--- src/rtl/uart_time_reporter.sv ---
// Formats a captured {digit_h, digit_l, dot} snapshot as "HH:LL\r\n" and streams it into the UART TX FIFO.
// Optional `UART_TIME_REPORT_AUTO_EN`: any change of {digit_h, digit_l} also acts as a report request.
module uart_time_reporter #(
    parameter logic [7:0] SEP_CHAR   = 8'h3A,
    parameter logic [7:0] BLANK_CHAR = 8'h20
) (
    input  logic       clk,
    input  logic       reset,
    input  logic       req,
    input  logic [6:0] digit_h,
    input  logic [6:0] digit_l,
    input  logic       dot,
    input  logic       fifo_full,
    output logic       fifo_wr,
    output logic [7:0] fifo_wr_data,
    output logic       busy
);

    typedef enum logic {
        IDLE,
        SEND
    } state_t;

    state_t     state_q, state_d;
    logic [2:0] idx_q, idx_d;
    logic       pending_q, pending_d;
    logic [6:0] snap_h_q, snap_h_d;
    logic [6:0] snap_l_q, snap_l_d;
    logic       snap_dot_q, snap_dot_d;
    logic       trig;
    logic [7:0] bcd_h, bcd_l;
    logic [7:0] frame_byte;

    // Saturate to 99, then split into {tens, ones} nibbles with a compare chain.
    function automatic logic [7:0] to_bcd(input logic [6:0] v);
        logic [6:0] sat;
        logic [3:0] tens;
        logic [6:0] rem;
        sat  = (v > 7'd99) ? 7'd99 : v;
        tens = 4'd0;
        for (int k = 1; k < 10; k++) begin
            if (sat >= 7'(k * 10)) tens = 4'(k);
        end
        rem = sat - ({3'b000, tens} * 7'd10);
        return {tens, rem[3:0]};
    endfunction

`ifdef UART_TIME_REPORT_AUTO_EN
    logic [13:0] prev_q, prev_d;

    always_comb begin
        prev_d = {digit_h, digit_l};
        trig   = req | (prev_d != prev_q);
    end

    always_ff @(posedge clk) begin
        if (reset) prev_q <= 14'd0;
        else       prev_q <= prev_d;
    end
`else
    always_comb begin
        trig = req;
    end
`endif

    always_comb begin
        bcd_h = to_bcd(snap_h_q);
        bcd_l = to_bcd(snap_l_q);
        frame_byte = 8'h00;
        case (idx_q)
            3'd0:    frame_byte = {4'h3, bcd_h[7:4]};
            3'd1:    frame_byte = {4'h3, bcd_h[3:0]};
            3'd2:    frame_byte = snap_dot_q ? SEP_CHAR : BLANK_CHAR;
            3'd3:    frame_byte = {4'h3, bcd_l[7:4]};
            3'd4:    frame_byte = {4'h3, bcd_l[3:0]};
            3'd5:    frame_byte = 8'h0D;
            3'd6:    frame_byte = 8'h0A;
            default: frame_byte = 8'h00;
        endcase
    end

    always_comb begin
        state_d      = state_q;
        idx_d        = idx_q;
        pending_d    = pending_q;
        snap_h_d     = snap_h_q;
        snap_l_d     = snap_l_q;
        snap_dot_d   = snap_dot_q;
        fifo_wr      = 1'b0;
        fifo_wr_data = 8'h00;
        busy         = 1'b0;
        case (state_q)
            IDLE: begin
                if (trig || pending_q) begin
                    snap_h_d   = digit_h;
                    snap_l_d   = digit_l;
                    snap_dot_d = dot;
                    pending_d  = 1'b0;
                    idx_d      = 3'd0;
                    state_d    = SEND;
                end
            end
            SEND: begin
                busy         = 1'b1;
                fifo_wr      = !fifo_full;
                fifo_wr_data = frame_byte;
                // Requests during a frame collapse into a single follow-up frame.
                if (trig) pending_d = 1'b1;
                if (!fifo_full) begin
                    if (idx_q == 3'd6) begin
                        idx_d   = 3'd0;
                        state_d = IDLE;
                    end else begin
                        idx_d = idx_q + 3'd1;
                    end
                end
            end
        endcase
    end

    always_ff @(posedge clk) begin
        if (reset) begin
            state_q    <= IDLE;
            idx_q      <= 3'd0;
            pending_q  <= 1'b0;
            snap_h_q   <= 7'd0;
            snap_l_q   <= 7'd0;
            snap_dot_q <= 1'b0;
        end else begin
            state_q    <= state_d;
            idx_q      <= idx_d;
            pending_q  <= pending_d;
            snap_h_q   <= snap_h_d;
            snap_l_q   <= snap_l_d;
            snap_dot_q <= snap_dot_d;
        end
    end

endmodule

--- config.mk ---
export PLATFORM = sky130hd
export DESIGN_NAME = uart_time_reporter
export DESIGN_NICKNAME = d
export VERILOG_FILES = /design/src/rtl/uart_time_reporter.sv
export SDC_FILE = /design/constraint.sdc
export NUM_CORES = 1
export LEC_CHECK = 0
export BUFFER_PORTS_ARGS = -buffer_cell sky130_fd_sc_hd__buf_4
export CORE_ASPECT_RATIO = 1.75
export CORE_MARGIN = 2
export CORE_UTILIZATION = 28
export CTS_CLUSTER_DIAMETER = 50
export DETAILED_ROUTE_END_ITERATION = 10
export SLEW_MARGIN = 20
export SYNTH_ARGS = -nofsm -noshare
export SYNTH_HDL_FRONTEND = slang
export SYNTH_SLANG_ARGS = --single-unit
--- constraint.sdc ---
create_clock -name clk -period 2.5 [get_ports clk]
set_input_delay 0.125 -clock clk [delete_from_list [all_inputs] [get_ports clk]]
set_output_delay 0.125 -clock clk [all_outputs]
set_load 0.02 [all_outputs]
== Word level (Yosys, flattened, before mapping) ==
Cells that the tools add are included.

* Reductions and logical operators: 6
* Multiplexer cells: 36
* Equality and inequality tests: 9
* $add $sub $neg: 3
* Multiply operators: 2
* Order comparisons: 20
* Bitwise operators: 1

{| class="wikitable"
|+ Operators with widths
! kind !! count
|-
| two-way mux 4 bit || 16
|-
| >= comparator 7 x 6 -> 1 bit, second input constant || 6
|-
| >= comparator 7 bit, second input constant || 6
|-
| case mux 6 bit (7 select lines) || 1
|-
| >= comparator 7 x 5 -> 1 bit, second input constant || 4
|-
| >= comparator 7 x 4 -> 1 bit, second input constant || 2
|-
| > comparator 7 bit, second input constant || 2
|-
| two-way mux 7 bit || 2
|-
| == test 3 bit, second input constant || 3
|-
| two-way mux 1 bit || 9
|-
| two-way mux 3 bit || 3
|-
| multiplier 4 x 3 -> 3 bit, second input constant || 2
|-
| two-way mux 8 bit || 1
|-
| subtractor 4 bit || 2
|-
| == test 3 x 2 -> 1 bit, second input constant || 2
|-
| inequality test 2 bit, second input constant || 3
|-
| case mux 3 bit (2 select lines) || 1
|-
| AND reduction 2 bit || 3
|-
| two-way mux 5 bit || 1
|-
| case mux 1 bit (2 select lines) || 2
|-
| adder 3 x 1 -> 3 bit, second input constant || 1
|-
| == test 3 x 1 -> 1 bit, second input constant || 1
|-
| zero test 3 bit || 1
|-
| zero test 1 bit || 1
|-
| 2 further kinds || 2
|}

* Bits in registers: 20
* Logic and storage cells: 83
* Output and inout port bits: 10

== Depth between registers and ports, before layout ==
* Depth in word-level cells: 16
* Gate-level depth with buffers: 13
* Gate-level depth less buffers: 12

== Worst setup path after synthesis ==
OpenSTA, ideal clock, no wires.

* Path kind: register to output
* From: reg snap_l_q[6]
* To: out fifo_wr_data[3]
* Required time: 2.375 ns
* Slack: -0.077 ns
* Stages on the path, launching flop included: 14
* Data arrival time: 2.452 ns
* Buffers on the path: 1
* Cell sequence: dfxtp_1 > buf_2 > nor3b_1 > a21oi_1 > o22ai_1 > a22oi_1 > o221a_2 > ha_1 > inv_1 > fa_1 > xor2_1 > xor2_1 > or3_1 > o311ai_2

* Word-level cells in the longest chain between the ends: 16
* Elaborated cells on any way between the ends: 24
* Those cells by class: add/sub (1); mul (1); order compare (10); mux (12)

{| class="wikitable"
|+ RTL lines
! what !! line !! source
|-
| start: declaration || 28 || <nowiki>logic [6:0] snap_l_q, snap_l_d;</nowiki>
|-
| start signal: assignment || 134 || <nowiki>snap_l_q <= snap_l_d;</nowiki>
|-
| > comparator 7 bit || 39 || <nowiki>sat = (v > 7'd99) ? 7'd99 : v;</nowiki>
|-
| two-way mux 7 bit * || 39 ||
|-
| >= comparator 7 x 4 -> 1 bit || 42 || <nowiki>if (sat >= 7'(k * 10)) tens = 4'(k);</nowiki>
|-
| two-way mux 1 bit || 42 ||
|-
| two-way mux 4 bit (8 in a row) || 42 ||
|-
| multiplier 4 x 3 -> 3 bit || 44 || <nowiki>rem = sat - ({3'b000, tens} * 7'd10);</nowiki>
|-
| subtractor 4 bit || 44 ||
|-
| case mux 6 bit (7 select lines) * || 70 || <nowiki>case (idx_q)</nowiki>
|-
| two-way mux 8 bit * || 92 || <nowiki>case (state_q)</nowiki>
|-
| end: declaration || 15 || <nowiki>output logic [7:0] fifo_wr_data,</nowiki>
|}

Every way passes the cells marked *; elsewhere a longest branch is shown, timed or not.

== Final worst setup path ==
* From: reg snap_l_q[5]
* To: out fifo_wr_data[3]

Same word-level chain as after synthesis.

==> impl_metrics.json <==
{
  "min_period_ns": 2.95,
  "drive_above_1_share_pct": 30.3,
  "ys_warn_count": 0,
  "grt_max_degree": 21,
  "drt_wl_total_mm": 4.39,
  "first_global_vias": 1736,
  "htreeDepth": 1,
  "ys.flop_type": "dfxtp_1",
  "layout_setup_ws_ns": -0.446,
  "r2r_slack_ns": 0.71,
  "cp_slowest_stage_delay_ns": 0.36,
  "drc": 0,
  "dieWidth_um": 62.0,
  "reg2reg_from": "state_q",
  "num_vias": 1694,
  "cp_num_cells": 13,
  "via_per_inst": 4.85,
  "core-area_um2": 5790,
  "cap_violations": 0,
  "dr.first_iter.drc_count": 93,
  "period_share_pct": 118,
  "worstHoldStart": "digit_h[3]",
  "synth-seq-cells": 20,
  "rsz0062_at_grt": "yes",
  "cts_buffer_depth": 2,
  "synth.cell_area_um2": 1650,
  "hold_end": "snap_h_q[3]",
  "reg2reg_to": "idx_q[1]",
  "io_buffers": 26,
  "n_antenna_cell": 0,
  "required_ns": 2.38,
  "die-area_um2": 6530,
  "clk_latency_ns": 0.26,
  "stdcell_count": 349,
  "n_fill_cell": 616,
  "cpMostUsedCell": "xor2_1",
  "worstRegToRegCells": 4,
  "arrival_ns": 2.82,
  "clock_skew_ns": 0.00110,
  "finalHoldViolCount": 0,
  "worst-path-buf-inv": 2,
  "cts_tree": "done",
  "met3_usage_pct": 1.23,
  "grt_usage_pct": 14.8,
  "powerDensity_nw_per_um2": 478,
  "antenna_found_initial": 0,
  "critical_path.top_delay_family": "compound AO/OA/AOI/OAI gates",
  "setup_viol": 2,
  "synth_enable_flop_cells": 0,
  "max_freq_mhz": 339,
  "cts.sinks": 20,
  "initial_core_util_pct": 28.5,
  "slew_headroom_pct": 35.3,
  "p_leak_nw": 0.860,
  "synth-seq-area-share_pct": 24.3,
  "place.gp.congestion": 0.849,
  "vdd.ir_drop.worst_mv": 0.294,
  "hpwl_mm": 3.48,
  "yosysTopAreaCellShare_pct": 24.3,
  "fin_nets": 296,
  "crit_slowest_cell": "dfxtp_4",
  "synth.area.top_cells": "dfxtp_1 (24%), nand2_1 (10%), a21oi_1 (9.1%), nor2_1 (3.4%), nand2b_1 (2.7%)",
  "dpl.cell_count": 343,
  "cts_buffers": 3,
  "critPathMaxFanout": 6,
  "outcome": "finished with violations",
  "grt_util_met1_pct": 15.9,
  "syn_to_final_growth_pct": 33.8,
  "multiInputGateArea_um2": 1150,
  "min_path_cells": 3,
  "path_cells": "nor3b_4 > a21oi_2 > o22ai_1 > a22oi_1 > o221a_2 > ha_4 > inv_2 > fa_2 > xor2_1 > xor2_1 > or3_1 > o311ai_2 > buf_4",
  "register_area_um2": 415,
  "tightest_slew_ns": 0.967,
  "slew_violations": 0,
  "syn_inst": 231,
  "violations": "setup timing",
  "die_height_um": 105,
  "cp-end-kind": "output port",
  "cts_hold_buf": 0,
  "antenna_left": 0,
  "busiest_layer": "met2",
  "met2_usage_pct": 26.6,
  "power_mw": 1.05,
  "rows": 37,
  "routedWlPerCell_um": 12.6,
  "ios": 29,
  "synthDistinctLibCells": 50,
  "clock-root-buffer": "clkbuf_8",
  "avgSynthCellArea_um2": 7.13,
  "min_path_type": "in2reg",
  "synthArstFlopShare_pct": 0,
  "critical_path_class": "reg2out",
  "yosysTopAreaCell": "dfxtp_1",
  "grt_pass1_wl_mm": 7.51,
  "dr.pass1.iters": 4,
  "gr-total-overflow": 0,
  "cp-start-kind": "flop",
  "clkTransAtPathRegs_ns": 0.07
}
-- tightest hold or removal path, delay by kind of cell --
family / cells / cell delay [ns]
buf+inv: 1 / 0.11
simple gates: 1 / 0.04
compound gates: 1 / 0.05
-- sequential cells by signal, summed over array words and instances, names as in the netlist --
register and cells:
state_q 1, snap_l_q 7, pending_q 1, idx_q 3
snap_h_q 7, snap_dot_q 1
-- routing by layer --
| metal | up-vias | share of wire [%] |
|---|---|---|
| li1 | 868 | - |
| met5 | - | 0 |
| met3 | 10 | 2.3 |
| met2 | 38 | 58 |
| met1 | 778 | 36 |
| met4 | 0 | 3.0 |
-- cell families after synthesis --
| family | count (synthesis) | share of synthesized area [%] |
|---|---|---|
| and+or+nand+nor | 95 | 28.6 |
| AOI/OAI and AO/OA | 69 | 27.4 |
| buffers and inverters | 31 | 9.27 |
| DFF | 20 | 24.3 |
| adders and majority gates | 7 | 5.93 |
| xor gates and xnor gates | 7 | 3.72 |
| other | 1 | 0.228 |
| muxes | 1 | 0.608 |
-- cells in the mapped netlist, types with 3 or more instances --
master and number:
a21oi_1 30, nor3_1 4, xnor2_1 5, inv_1 10
nand2_1 44, ha_1 3, o21ai_0 8, a22oi_1 3
nand2b_1 7, nor3b_1 4, nor2b_1 4, o31ai_1 3
clkbuf_1 10, buf_4 4, dfxtp_1 20, nor2_1 15
buf_2 5, nand3b_1 3, o22ai_1 4
-- where the power goes --
part	switching (mW)	internal, mW	leakage (nW)	total (mW)
clock network	0.106	0.214	0.0357	0.319
registers	0.0285	0.338	0.167	0.367
logic	0.184	0.184	0.657	0.367
-- worst max path at each step --
stage                startpoint              end  slack, ns
finish              snap_l_q[5]  fifo_wr_data[3]      -0.45
floorplan           snap_l_q[5]  fifo_wr_data[3]      -0.05
detailed placement  snap_l_q[3]  fifo_wr_data[3]      -0.22
CTS                 snap_l_q[5]  fifo_wr_data[3]      -0.45
global placement    snap_l_q[3]  fifo_wr_data[3]      -0.19
global route        snap_l_q[5]  fifo_wr_data[3]      -0.57
-- metrics by stage --
stage / hold WS, ns / utilization, % / worst slack [ns] / setup TNS, ns / cell area [um2]
final: 0.103 / 38.1 / -0.446 / -0.633 / 2200
after CTS: 0.0965 / 37.0 / -0.450 / -0.665 / 2140
after floorplan: 0.261 / - / -0.0532 / -0.0532 / 1650
after global routing: 0.109 / 38.1 / -0.575 / -0.927 / 2200
after global placement: 0.377 / 35.2 / -0.190 / -0.214 / 2040
after detailed placement: 0.387 / 35.2 / -0.219 / -0.234 / 2040
-- timing repair --
action,4_1_cts,5_1_grt
gates resized for setup,10,15
gates cloned,0,0
setup buffers,1,1
hold endpoints to repair,0,0
setup endpoints to repair,3,3
pin swaps,11,12
-- area by class of cell --
| cell class | instances | area share [%] |
|---|---|---|
| clock inverter | 1 | 1.36 |
| clock buffer | 3 | 1.87 |
| multi-input combinational | 181 | 52.4 |
| inverter | 10 | 1.70 |
| tap | 78 | 4.43 |
| timing repair buffer | 56 | 19.4 |
| sequential | 20 | 18.9 |
-- cells in the final DEF (no fill, tap or decap), types with 3 or more instances in the layout --
cell and count:
nor3b_1 3, o22ai_1 4, a22oi_1 3, nand3b_1 3
nor3_1 4, o21ai_0 6, clkbuf_8 3, dfxtp_4 3
nor2b_1 4, buf_4 54, o31ai_1 3, a21oi_1 28
inv_1 9, nand2b_1 7, nor2_1 15, xnor2_1 5
dfxtp_1 14, nand2_1 44, dfxtp_2 3
No activity file was read; power rests on OpenSTA's default activity.
